--- src/rtl/bus_share_arb2_pkg.sv ---
// Shared constants and types for the two-requester result-slot arbiter.
package bus_share_arb2_pkg;

   localparam int DEF_WIDTH = 32;
   localparam int DEF_CNTW  = 16;

   // Source encoding shared by out_src and lastGrant
   localparam logic SRC_REQ0 = 1'b0;
   localparam logic SRC_REQ1 = 1'b1;

   typedef enum logic {
      SLOT_EMPTY = 1'b0,
      SLOT_FULL  = 1'b1
   } slot_e;

endpackage

--- src/rtl/bus_share_arb2_if.sv ---
// Handshake and result bundle between two producers, the arbiter and one consumer.
interface bus_share_arb2_if #(
   parameter int WIDTH = bus_share_arb2_pkg::DEF_WIDTH,
   parameter int CNTW  = bus_share_arb2_pkg::DEF_CNTW
);
   logic             req0_valid;
   logic [WIDTH-1:0] req0_data;
   logic             req0_ready;
   logic             req1_valid;
   logic [WIDTH-1:0] req1_data;
   logic             req1_ready;
   logic             out_valid;
   logic [WIDTH-1:0] out_data;
   logic             out_src;
   logic             out_ready;
   logic             cnt_clr;
   logic [CNTW-1:0]  grant_cnt0;
   logic [CNTW-1:0]  grant_cnt1;

   modport slave (
      input  req0_valid, req0_data, req1_valid, req1_data, out_ready, cnt_clr,
      output req0_ready, req1_ready, out_valid, out_data, out_src, grant_cnt0, grant_cnt1
   );

   modport master (
      output req0_valid, req0_data, req1_valid, req1_data, out_ready, cnt_clr,
      input  req0_ready, req1_ready, out_valid, out_data, out_src, grant_cnt0, grant_cnt1
   );
endinterface

--- src/rtl/bus_share_arb2_rr_pick2.sv ---
// Two-way round-robin winner pick; with no winner the index parks on lastGrant
// so the downstream word select stays put.
module rr_pick2
   import bus_share_arb2_pkg::*;
(
   input  logic valid0,
   input  logic valid1,
   input  logic lastGrant,
   output logic grantVld,
   output logic grantIdx
);

   always_comb begin
      grantVld = valid0 || valid1;
      grantIdx = lastGrant;
      if (valid0 && valid1) begin
         grantIdx = ~lastGrant;
      end else if (valid0) begin
         grantIdx = SRC_REQ0;
      end else if (valid1) begin
         grantIdx = SRC_REQ1;
      end
   end

endmodule

--- src/rtl/bus_share_arb2.sv ---
// Round-robin share of one registered result slot between two producers,
// with saturating per-requester grant counters.
module bus_share_arb2
   import bus_share_arb2_pkg::*;
#(
   parameter int WIDTH = DEF_WIDTH,
   parameter int CNTW  = DEF_CNTW
) (
   input  logic             clk,
   input  logic             rst_n,
   bus_share_arb2_if.slave  bus
);

   slot_e            slotQ, slotD;
   logic [WIDTH-1:0] dataQ, dataD;
   logic             srcQ, srcD;
   logic             lastGrant, lastGrantD;
   logic [CNTW-1:0]  cnt0Q, cnt0D, cnt1Q, cnt1D;
   logic             grantVld, grantIdx, canAccept, xfer;
   logic [WIDTH-1:0] muxData;

   function automatic logic [CNTW-1:0] satInc(input logic [CNTW-1:0] v);
      return (&v) ? v : v + CNTW'(1);
   endfunction

   rr_pick2 uPick (
      .valid0    (bus.req0_valid),
      .valid1    (bus.req1_valid),
      .lastGrant (lastGrant),
      .grantVld  (grantVld),
      .grantIdx  (grantIdx)
   );

   assign muxData   = (grantIdx == SRC_REQ1) ? bus.req1_data : bus.req0_data;
   assign canAccept = (slotQ == SLOT_EMPTY) || bus.out_ready;
   // Inputs are ignored while reset is held, so no ready may escape
   assign xfer      = rst_n && canAccept && grantVld;

   assign bus.req0_ready = xfer && (grantIdx == SRC_REQ0);
   assign bus.req1_ready = xfer && (grantIdx == SRC_REQ1);
   assign bus.out_valid  = (slotQ == SLOT_FULL);
   assign bus.out_data   = dataQ;
   assign bus.out_src    = srcQ;
   assign bus.grant_cnt0 = cnt0Q;
   assign bus.grant_cnt1 = cnt1Q;

   always_comb begin
      slotD      = slotQ;
      dataD      = dataQ;
      srcD       = srcQ;
      lastGrantD = lastGrant;
      cnt0D      = cnt0Q;
      cnt1D      = cnt1Q;
      if (xfer) begin
         slotD      = SLOT_FULL;
         dataD      = muxData;
         srcD       = grantIdx;
         lastGrantD = grantIdx;
         if (grantIdx == SRC_REQ0) begin
            cnt0D = satInc(cnt0Q);
         end else begin
            cnt1D = satInc(cnt1Q);
         end
      end else if ((slotQ == SLOT_FULL) && bus.out_ready) begin
         slotD = SLOT_EMPTY;
      end
      if (bus.cnt_clr) begin
         cnt0D = '0;
         cnt1D = '0;
      end
   end

   // lastGrant resets to requester 1 so requester 0 wins the first tie
   always_ff @(posedge clk or negedge rst_n) begin
      if (!rst_n) begin
         slotQ     <= SLOT_EMPTY;
         dataQ     <= '0;
         srcQ      <= SRC_REQ0;
         lastGrant <= SRC_REQ1;
         cnt0Q     <= '0;
         cnt1Q     <= '0;
      end else begin
         slotQ     <= slotD;
         dataQ     <= dataD;
         srcQ      <= srcD;
         lastGrant <= lastGrantD;
         cnt0Q     <= cnt0D;
         cnt1Q     <= cnt1D;
      end
   end

endmodule
--- src/flat_wrapper.sv ---
// flat-port wrapper written by rule: the top's interface ports become plain ports
module bus_share_arb2_flat import bus_share_arb2_pkg::*;
#(
   parameter int WIDTH = DEF_WIDTH,
   parameter int CNTW  = DEF_CNTW
)
  (clk, rst_n, bus_req0_valid, bus_req0_data, bus_req1_valid, bus_req1_data, bus_out_ready, bus_cnt_clr, bus_req0_ready, bus_req1_ready, bus_out_valid, bus_out_data, bus_out_src, bus_grant_cnt0, bus_grant_cnt1);
  bus_share_arb2_if #(.WIDTH(WIDTH), .CNTW(CNTW)) bus_i ();
  input  logic clk;
  input  logic rst_n;
  input wire logic [$bits(bus_i.req0_valid)-1:0] bus_req0_valid;
  input wire logic [$bits(bus_i.req0_data)-1:0] bus_req0_data;
  input wire logic [$bits(bus_i.req1_valid)-1:0] bus_req1_valid;
  input wire logic [$bits(bus_i.req1_data)-1:0] bus_req1_data;
  input wire logic [$bits(bus_i.out_ready)-1:0] bus_out_ready;
  input wire logic [$bits(bus_i.cnt_clr)-1:0] bus_cnt_clr;
  output wire logic [$bits(bus_i.req0_ready)-1:0] bus_req0_ready;
  output wire logic [$bits(bus_i.req1_ready)-1:0] bus_req1_ready;
  output wire logic [$bits(bus_i.out_valid)-1:0] bus_out_valid;
  output wire logic [$bits(bus_i.out_data)-1:0] bus_out_data;
  output wire logic [$bits(bus_i.out_src)-1:0] bus_out_src;
  output wire logic [$bits(bus_i.grant_cnt0)-1:0] bus_grant_cnt0;
  output wire logic [$bits(bus_i.grant_cnt1)-1:0] bus_grant_cnt1;
  assign bus_i.req0_valid = bus_req0_valid;
  assign bus_i.req0_data = bus_req0_data;
  assign bus_i.req1_valid = bus_req1_valid;
  assign bus_i.req1_data = bus_req1_data;
  assign bus_i.out_ready = bus_out_ready;
  assign bus_i.cnt_clr = bus_cnt_clr;
  assign bus_req0_ready = bus_i.req0_ready;
  assign bus_req1_ready = bus_i.req1_ready;
  assign bus_out_valid = bus_i.out_valid;
  assign bus_out_data = bus_i.out_data;
  assign bus_out_src = bus_i.out_src;
  assign bus_grant_cnt0 = bus_i.grant_cnt0;
  assign bus_grant_cnt1 = bus_i.grant_cnt1;
  bus_share_arb2 #(.WIDTH(WIDTH), .CNTW(CNTW)) u_core (.clk(clk), .rst_n(rst_n), .bus(bus_i));
endmodule
--- config.mk ---
export PLATFORM = sky130hd
export DESIGN_NAME = bus_share_arb2_flat
export DESIGN_NICKNAME = d
export VERILOG_FILES = /design/src/rtl/bus_share_arb2_pkg.sv /design/src/rtl/bus_share_arb2_if.sv /design/src/rtl/bus_share_arb2_rr_pick2.sv /design/src/rtl/bus_share_arb2.sv /design/src/flat_wrapper.sv
export SDC_FILE = /design/constraint.sdc
export NUM_CORES = 1
export LEC_CHECK = 0
export BUFFER_PORTS_ARGS = -buffer_cell sky130_fd_sc_hd__buf_2
export CORE_ASPECT_RATIO = 2
export CORE_MARGIN = 2
export CORE_UTILIZATION = 44
export DETAILED_ROUTE_END_ITERATION = 10
export GPL_TIMING_DRIVEN = 0
export HOLD_SLACK_MARGIN = 0.05
export PLACE_DENSITY = 0.77
export SLEW_MARGIN = 20
export SYNTH_ARGS = -nofsm -noshare
export SYNTH_HDL_FRONTEND = slang
export SYNTH_HIERARCHICAL = 1
export SYNTH_SLANG_ARGS = --single-unit
--- constraint.sdc ---
create_clock -name clk -period 1.77 [get_ports clk]
set_input_delay 0.354 -clock clk [delete_from_list [all_inputs] [get_ports clk]]
set_output_delay 0.354 -clock clk [all_outputs]
set_load 0.05 [all_outputs]
Word-level counts from Yosys, hierarchy flattened

Cells that the tools add are included.

Latch bits: 0
Output and inout port bits: 68
ROM bits: 0
Memory bits (writable): 0
Memories: 0
Bits in registers: 67
Logic and storage cells: 43
Input port bits: 70

Multiply operators: 0
Equality and inequality tests: 3
$lt $le $gt $ge: 0
Divide/modulo/power cells: 0
Bitwise gates (word level): 3
Multiplexer cells: 14
Shift operators: 0
$add $sub $neg: 2
Reductions and logical operators: 15

Operators by type and width:

| operator                                                        | number |
|---|---|
| 16-bit 2-to-1 mux                                               | 8 |
| 16-bit by 1-bit adder with 16-bit output, second input constant | 2 |
| 32-bit 2-to-1 mux                                               | 1 |
| 16-bit AND reduction                                            | 2 |
| 1-bit logical AND                                               | 6 |
| 2-bit inequality test, second input constant                    | 3 |
| 3-bit AND reduction                                             | 2 |
| 2-bit nonzero test                                              | 3 |
| 1-bit 2-to-1 mux                                                | 5 |
| 1-bit NOT                                                       | 3 |
| 1-bit logical OR                                                | 2 |

Longest topological paths before layout

Gate-level depths: netlist (run 1).

Depth after elaboration: 6
Mapped depth: 9
Gate-level depth less buffers: 7

By module

The synthesis (run 1) kept the hierarchy.

Modules (own cells, without submodules):

| module         | instances | sequential area each (µm²) | area each (µm²) | cells an instance |
|---|---|---|---|---|
| bus_share_arb2 | 1         | 1,677.9                    | 3,432.0         | 354 |
| rr_pick2       | 1         | 0.0                        | 15.0            | 3 |

Worst setup path before layout (run 1)

Ideal clock, no wire load.

Kind: register -> register
Start: reg u_core.cnt0Q[0], in the netlist u_core/bus.grant_cnt0[0]
End: reg u_core.cnt0Q[14], in the netlist u_core/bus.grant_cnt0[14]
Slack: -0.471 ns
Data required time: 1.692 ns
Clock period less this slack: 2.241 ns
Data arrival time: 2.162 ns
Cell stages (with the launch flop): 6
Setup time: 0.078 ns
Buffers on the path: 0
Cells stage by stage: dfrtp_1 ha_1 inv_1 or4_4 or4_1 a21oi_1

Longest elaborated chain between the ends: 5
Elaborated cells on any way between the ends: 8
Classes of those cells: add/sub: 1; eq/ne: 1; mux: 4; reduce/logical: 2

Ends and longest elaborated chain:

| what                                     | RTL line             | RTL |
|---|---|---|
| start, declared                          | bus_share_arb2.sv:18 | `logic [CNTW-1:0] cnt0Q, cnt0D, cnt1Q, cnt1D;` |
| start signal, assigned                   | bus_share_arb2.sv:87 | `cnt0Q <= cnt0D;` |
| 16-bit by 1-bit adder with 16-bit output | bus_share_arb2.sv:23 | `return (&v) ? v : v + CNTW'(1);` |
| 16-bit 2-to-1 mux                        | bus_share_arb2.sv:23 |  |
| 16-bit 2-to-1 mux                        | bus_share_arb2.sv:59 | `if (grantIdx == SRC_REQ0) begin` |
| 16-bit 2-to-1 mux                        | bus_share_arb2.sv:54 | `if (xfer) begin` |
| 16-bit 2-to-1 mux                        | bus_share_arb2.sv:67 | `if (bus.cnt_clr) begin` |

Parallel ways exist; a longest one is shown, timed or not. The select of a mux whose other input is x is not followed.
A chain may end at the register's enable or synchronous reset.

Worst setup path in the final report (run 1)

Start: reg u_core.lastGrant
End: reg u_core.cnt1Q[12], in the netlist u_core/bus.grant_cnt1[12]

Longest elaborated chain between the ends: 5
Elaborated cells on any way between the ends: 6
Classes of those cells: mux: 3; bitwise: 1; reduce/logical: 2

Ends and longest elaborated chain:

| what                              | RTL line                      | RTL |
|---|---|---|
| start, declared                   | bus_share_arb2.sv:17          | `logic lastGrant, lastGrantD;` |
| start signal, assigned            | bus_share_arb2.sv:86          | `lastGrant <= lastGrantD;` |
| 1-bit 2-to-1 mux                  | bus_share_arb2_rr_pick2.sv:20 | `end else if (valid1) begin` |
| 1-bit 2-to-1 mux                  | bus_share_arb2_rr_pick2.sv:18 | `end else if (valid0) begin` |
| 1-bit 2-to-1 mux (*)              | bus_share_arb2_rr_pick2.sv:16 | `if (valid0 && valid1) begin` |
| via u_core.grantIdx               | bus_share_arb2.sv:19          | `logic grantVld, grantIdx, canAccept, xfer;` |
| 2-bit nonzero test (no line) (*)  | -                             |  |
| 3-bit AND reduction (no line) (*) | -                             |  |
| end signal, assigned              | bus_share_arb2.sv:88          | `cnt1Q <= cnt1D;` |
| end, declared                     | bus_share_arb2.sv:18          |  |

The timed path passes the listed nets; every way through them passes the cells marked *.

==> results of run 1 <==
-- how the worst max path moves through the flow --
stage,to,cells past startpoint
6_report,u_core/bus.grant_cnt1[12],10
3_3_place_gp,u_core/bus.grant_cnt0[11],7
3_5_place_dp,u_core/bus.grant_cnt0[11],8
2_1_floorplan,u_core/bus.grant_cnt0[15],9
4_1_cts,bus_req0_ready,8
5_1_grt,u_core/bus.grant_cnt1[12],10
-- what timing repair did --
| item | in CTS | in global routing |
|---|---|---|
| endpoints found under the hold margin | 11 | 0 |
| setup buffers | 22 | 25 |
| cloned | 3 | 2 |
| hold buffers | 2 | 0 |
| pin swaps | 27 | 27 |
| endpoints found under the setup margin | 66 | 59 |
| gates resized for setup | 61 | 80 |
-- layout make-up --
cell class                      count  share of cell area
Sequential cell                    67               0.300
Clock inverter                      3             0.00701
Multi-Input combinational cell    263               0.374
Tap cell                           94              0.0206
Timing Repair Buffer              189               0.225
Buffer                             19              0.0243
Clock buffer                       12              0.0432
Inverter                            7             0.00570
-- flip-flops by register name, indices dropped and copies added, names as in the netlist --
register	flops
u_core/lastGrant	1
u_core/bus.out_src	1
u_core/bus.grant_cnt1	16
u_core/bus.out_valid	1
u_core/bus.out_data	32
u_core/bus.grant_cnt0	16
-- worst reg2reg max path: stages, from the launching register on --
cell and delay [ps]:
dfstp_2 550, nor2_2 40, a21oi_2 100, buf_6 140, buf_6 100, buf_6 90
nand4_1 110, buf_4 180, clkbuf_8 150, o31ai_1 410, a21oi_2 120
-- synth_stat cells, drive strengths merged, types with 7 or more instances --
cell    number
dfrtp       66
nand3       14
mux2         8
o31ai       12
mux2i       32
nor4        13
o21ai        9
or4         13
clkbuf      15
nand4       12
inv          7
nand2       15
a21oi       52
nor2        42
nor2b        9
-- routing by layer --
metal	track usage	vias up	part of all wire
met5	0	-	0
met4	0.126	0	0.034
met3	0.0547	37	0.057
met2	0.505	184	0.57
met1	0.287	1859	0.34
li1	-	1734	-
-- kinds of logic after synthesis --
| kind of cell | count (synthesis) | share of synthesized area |
|---|---|---|
| simple gates | 137 | 0.214 |
| compound gates | 84 | 0.143 |
| flops | 67 | 0.487 |
| mux | 40 | 0.119 |
| buf+inv | 27 | 0.0305 |
| fa+ha+maj | 2 | 0.00726 |
-- power groups by stage --
stage	combinational [µW]	clock (µW)	sequential, µW
after floorplan	455	0	2450
after global placement	1470	0	1840
after detailed placement	1500	0	1840
after CTS	1670	1770	1820
after global routing	1910	1840	1840
final	1820	1760	1820
-- per-stage QoR --
stage / setup TNS, ps / utilization / std cells / power [µW]
2_1_floorplan: -1080 / - / 357 / 2910
3_3_place_gp: -89140 / 0.571 / 588 / 3300
3_5_place_dp: -34190 / 0.575 / 589 / 3340
4_1_cts: -5880 / 0.683 / 630 / 5260
5_1_grt: -7970 / 0.751 / 654 / 5590
6_report: -5330 / 0.751 / 654 / 5400
==> metrics.md, run 1 <==
| Metric | Value |
|---|---|
| Worst VDD drop | 856 µV |
| Nets@finish | 628 |
| Cell Area, Placed | 0.00437 mm² |
| Power per Cell Area | 946 mW/mm² |
| Clock-pin slew on the worst setup and hold paths | 60 ps |
| Register Area | 0.00172 mm² |
| R2r setup slk | -380 ps |
| Setup violators final | 28 |
| Pre-antenna DRT Iters | 4 |
| All-layer global routing usage | 0.273 |
| Max clock buf depth | 2 |
| Slowest-stage cell, CP | dfstp_2 |
| Initial antenna violation count | 0 |
| Clock power frac | 0.326 |
| Critical path's most frequent cell | buf_6 |
| Top cell type's share of synthesized area | 0.479 |
| Clock root cell | clkbuf_16 |
| Min Tclk post-route | 2150 ps |
| Cell-internal power | 3460 µW |
| Final Hold Vio Count | 0 |
| CORE AREA | 0.00760 mm² |
| TritonCTS clock tree | built |
| Critical Path Sink Type | flip-flop |
| DR iter-0 viols | 265 |
| Worst-case reg-to-reg path depth | 10 |
| Worst Path Buf+Inv | 5 |
| Clk_lat worst skew | 330 ps |
| Cell Area, Synth | 0.00345 mm² |
| Chip width | 66.6 µm |
| P_leak | 0.00257 µW |
| Synth Area per Inst | approximately 9.7 µm² |
| Vias in the first global route | 3,813 |
| CTS buffer count | 9 |
| Final WS setup | -384 ps |
| Synth Register Bits | 67 |
| Nature of the critical path startpoint | flip-flop |
| Post-synthesis sequential area ratio | 0.487 |
| Switch Pwr | 1940 µW |
| Worst hold margin | 122 ps |
| I/O pins | 138 |
| CP peak stage delay | 550 ps |
| Initial core utilization | 0.453 |
| Final instance area | about 0.0057 mm² |
| Cells after synthesis | 357 |
| Ant. Diodes | 0 |
| CP arrival | around 2300 ps |
| Slew HR | 0.485 |
| Post-Place Setup Slack | -699 ps |
| Number of synthesized flops with an enable pin | 0 |
| Die area | 0.00860 mm² |
| First-pass GRT wire length | ~18,000 µm |
| Final worst-path cycle share | 1.22 |
| Commonest cells after routing, fill and taps aside | buf_2 (136), nor2_1 (40), a21oi_1 (38), dfrtp_1 (36), dfrtp_2 (30) |
| Vias per std cell | 5.83 |
| Largest net degree at the start of global routing | 30 |
| Kind of critical path | reg2reg |
| Max-cap viol count | 0 |
| Failing checks | negative setup slack |
| RR Startpoint | u_core/lastGrant |
| CP required | 1950 ps |
| Switching Share | 0.359 |
| Average wire per standard cell | 19.0 µm |
| PortBufs | around 140 |
| Sequential share of power | 0.337 |
| Post-Syn Nets | 429 |
| Placer Congestion | 0.898 |
| Multi-input gate area | 0.00214 mm² |
| Peak Freq | about 460 MHz |
| Hpwl dp | 7510 µm |
| # H-tree levels | 3 |
| CP Cell Sequence | nor2_2, a21oi_2, buf_6, buf_6, buf_6, nand4_1, buf_4, clkbuf_8, o31ai_1, a21oi_2 |
| Worst Tran Pin Value | 773 ps |
| Antenna-violating nets left | 0 |
| Number of max-slew violations in the final report | 0 |
| Synth area leaders | dfrtp_1 (48%), mux2i_1 (9.3%), a21oi_1 (7.5%) |
| Crit Path Max Fanout | 6 |
| Global route overflow | 0 |
| # DRC | 0 |
| Fin Clk Skew | 7.19 ps |
| Critical path's top delay family | buffers and inverters |
| Area Growth Syn to Fin | 65.6% |
| Post-synth ARST share | 1.00 |
| Vias | 3,814 |
| FILL cells | 540 |
| Synth area leader | dfrtp_1 |
| Worst flop-to-flop path endpoint | u_core/bus.grant_cnt1[12] |
| Setup crit start | u_core/lastGrant |
| Synth warn | 6 |
| Status | complete, but fails checks |
| Hold Path Class | in2async |
| Yosys cell types | 41 |
| Comb power frac | 0.337 |
| Predominant post-synthesis flop cell | dfrtp_1 |
| RSZ-0062 raised after global routing | true |
| Rows | between 40 and 50 |
| Clk sinks | 67 |
| Layout cells sized above 1 | 0.575 |
| Routed WL | 12,400 µm |
| Commonest non-fill, non-tap cell in the layout | buf_2 |
| Die height | 129 µm |
Note: power is estimated with default switching activity, not from simulation.
==> run 2, diff against run 1 <==
--- a/config.mk
+++ b/config.mk
@@ -13,6 +13,7 @@
 export GPL_TIMING_DRIVEN = 0
 export HOLD_SLACK_MARGIN = 0.05
 export PLACE_DENSITY = 0.77
+export SKIP_CTS_REPAIR_TIMING = 1
 export SLEW_MARGIN = 20
 export SYNTH_ARGS = -nofsm -noshare
 export SYNTH_HDL_FRONTEND = slang
==> run 2 against run 1 <==
The run still ends with negative setup slack left; core utilization fell by 3.9 points; sequential cell count unchanged; critical path type unchanged; combinational power fell by 7%; clock power barely moved; largest power group unchanged; largest cell class unchanged; sequential power about the same; final cell count shrank 3.1%; clock-buffer cell count is the same; worst hold slack lost 67 ps; via count down 3.2%; first-iteration DRC count shrank 26%; non-clock buffer count shrank 20.
==> metrics.md, run 2 (synthesized netlist as in run 1, its figures left out) <==
| Metric | Value |
|---|---|
| Clk sinks | 67 (unchanged) |
| Hpwl dp | 7510 µm (unchanged) |
| Average wire per standard cell | 18.2 µm (-4.3%) |
| Pre-antenna DRT Iters | 5 (+1) |
| All-layer global routing usage | 0.246 (-0.0274) |
| Antenna-violating nets left | 0 (unchanged) |
| P_leak | 0.00243 µW (-5.4%) |
| I/O pins | 138 (unchanged) |
| TritonCTS clock tree | built |
| Initial core utilization | 0.453 (unchanged) |
| Final WS setup | -289 ps (+95.2 ps) |
| Layout cells sized above 1 | 0.519 (-0.0565) |
| R2r setup slk | -290 ps (+100 ps) |
| Crit Path Max Fanout | 8 (+2) |
| # DRC | 0 (unchanged) |
| Failing checks | negative setup slack |
| Worst Tran Pin Value | 840 ps (+67.2 ps) |
| RR Startpoint | u_core/bus.grant_cnt1[8] |
| Fin Clk Skew | 4.25 ps (-2.94 ps) |
| Chip width | 66.6 µm (unchanged) |
| Finished Layout Cells | 634 (-3.1%) |
| Placer Congestion | 0.898 (unchanged) |
| Number of max-slew violations in the final report | 0 (unchanged) |
| Initial antenna violation count | 0 (unchanged) |
| Vias per std cell | 5.82 (-0.12%) |
| Hold Path Class | in2async |
| Die area | 0.00860 mm² (unchanged) |
| Clock root cell | clkbuf_16 |
| Worst VDD drop | 827 µV (-3.5%) |
| Vias in the first global route | 3,497 (-8.3%) |
| Vias | 3,693 (-3.2%) |
| Kind of critical path | reg2reg |
| CTS buffer count | 9 (unchanged) |
| CP arrival | 2270 ps (-70 ps) |
| Critical Path Sink Type | flip-flop |
| CP required | 1990 ps (+40 ps) |
| Area Growth Syn to Fin | 57.0% |
| Final instance area | 0.00541 mm² (-5.2%) |
| Commonest non-fill, non-tap cell in the layout | buf_2 |
| Routed WL | 11,500 µm (-7.2%) |
| Die height | 129 µm (unchanged) |
| Worst-case reg-to-reg path depth | 4 (-6) |
| Largest net degree at the start of global routing | 59 (+97%) |
| Cell Area, Placed | 0.00437 mm² (unchanged) |
| Global route overflow | 0 (unchanged) |
| # H-tree levels | 3 (unchanged) |
| Peak Freq | 486 MHz (+4.6%) |
| Final Hold Vio Count | 0 (unchanged) |
| Final worst-path cycle share | 1.16 (-0.0538) |
| Setup tns final | -5430 ps (-101 ps) |
| Worst flop-to-flop path endpoint | u_core/bus.grant_cnt1[13] |
| Setup violators final | 32 (+14%) |
| Status | complete, but fails checks |
| First-pass GRT wire length | 16,200 µm (-9.6%) |
| RSZ-0062 raised after global routing | true |
| Commonest cells after routing, fill and taps aside | buf_2 (136), a21oi_1 (43), nor2_1 (40), dfrtp_1 (36), mux2i_1 (32) |
| Power per Cell Area | 971 mW/mm² (+2.6%) |
| Worst hold margin | 55.4 ps (-66.6 ps) |
| PortBufs | 137 (unchanged) |
| Clock-pin slew on the worst setup and hold paths | 60 ps (about the same) |
| FILL cells | 570 (+5.6%) |
| DR iter-0 viols | 197 (-26%) |
| Max reg flops | 32 (unchanged) |
| Min Tclk post-route | 2060 ps (-95.2 ps) |
| Clk_lat worst skew | 330 ps (about the same) |
| Max-cap viol count | 0 (unchanged) |
| Post-Place Cells | 589 (unchanged) |
| Nature of the critical path startpoint | flip-flop |
| Slew HR | 0.435 (-0.0500) |
| Max clock buf depth | 2 (unchanged) |
| Ant. Diodes | 0 (unchanged) |
| CORE AREA | 0.00760 mm² (unchanged) |
| Nets@finish | 608 (-3.2%) |
| Rows | 45 (unchanged) |
-- run 2: critical path: stages (launching register included) --
cell and delay [ps]:
dfrtp_2 420, nand4_1 340, nor3_2 790, nor4_4 80
mux2_4 320
-- run 2: worst max path at each step --
stage	startpoint	endpoint	cells after the start
final	u_core/bus.grant_cnt1[8]	u_core/bus.grant_cnt1[13]	4
after global routing	u_core/lastGrant	u_core/bus.grant_cnt1[12]	7
after CTS	rst_n	bus_req0_ready	8
after detailed placement	rst_n	u_core/bus.grant_cnt0[11]	8
after global placement	rst_n	u_core/bus.grant_cnt0[11]	7
after floorplan	u_core/lastGrant	u_core/bus.grant_cnt0[15]	9
-- run 2: layout make-up --
cell class	count	area [µm²]	share of cell area
Timing Repair Buffer	170	1120	0.206
Sequential cell	67	1720	0.317
Multi-Input combinational cell	263	2030	0.374
Tap cell	94	118	0.0217
Buffer	18	118	0.0217
Clock inverter	3	40.0	0.00740
Inverter	7	32.5	0.00601
Clock buffer	12	246	0.0455
-- run 2: metal layers --
metal | wire, µm | GRT usage | vias up
met5 | 0 | 0 | -
met4 | 418 | 0.104 | 0
met1 | 3950 | 0.265 | 1787
met3 | 622 | 0.0512 | 32
met2 | 6560 | 0.450 | 182
li1 | - | - | 1692
-- run 2: per-stage QoR --
step           utilization  worst slack [ps]  total power [µW]
5_1_grt              0.712              -369              5470
2_1_floorplan            -              -133              2910
3_3_place_gp         0.571             -1420              3300
6_report             0.712              -289              5250
3_5_place_dp         0.575              -699              3340
4_1_cts              0.613              -539              5090
-- run 2: power by group --
group | total [µW] | switching, µW | internal (µW)
registers | 1820 | 104 | 1720
logic | 1690 | 1150 | 540
clock network | 1750 | 631 | 1120
total | 5250 | 1880 | 3370
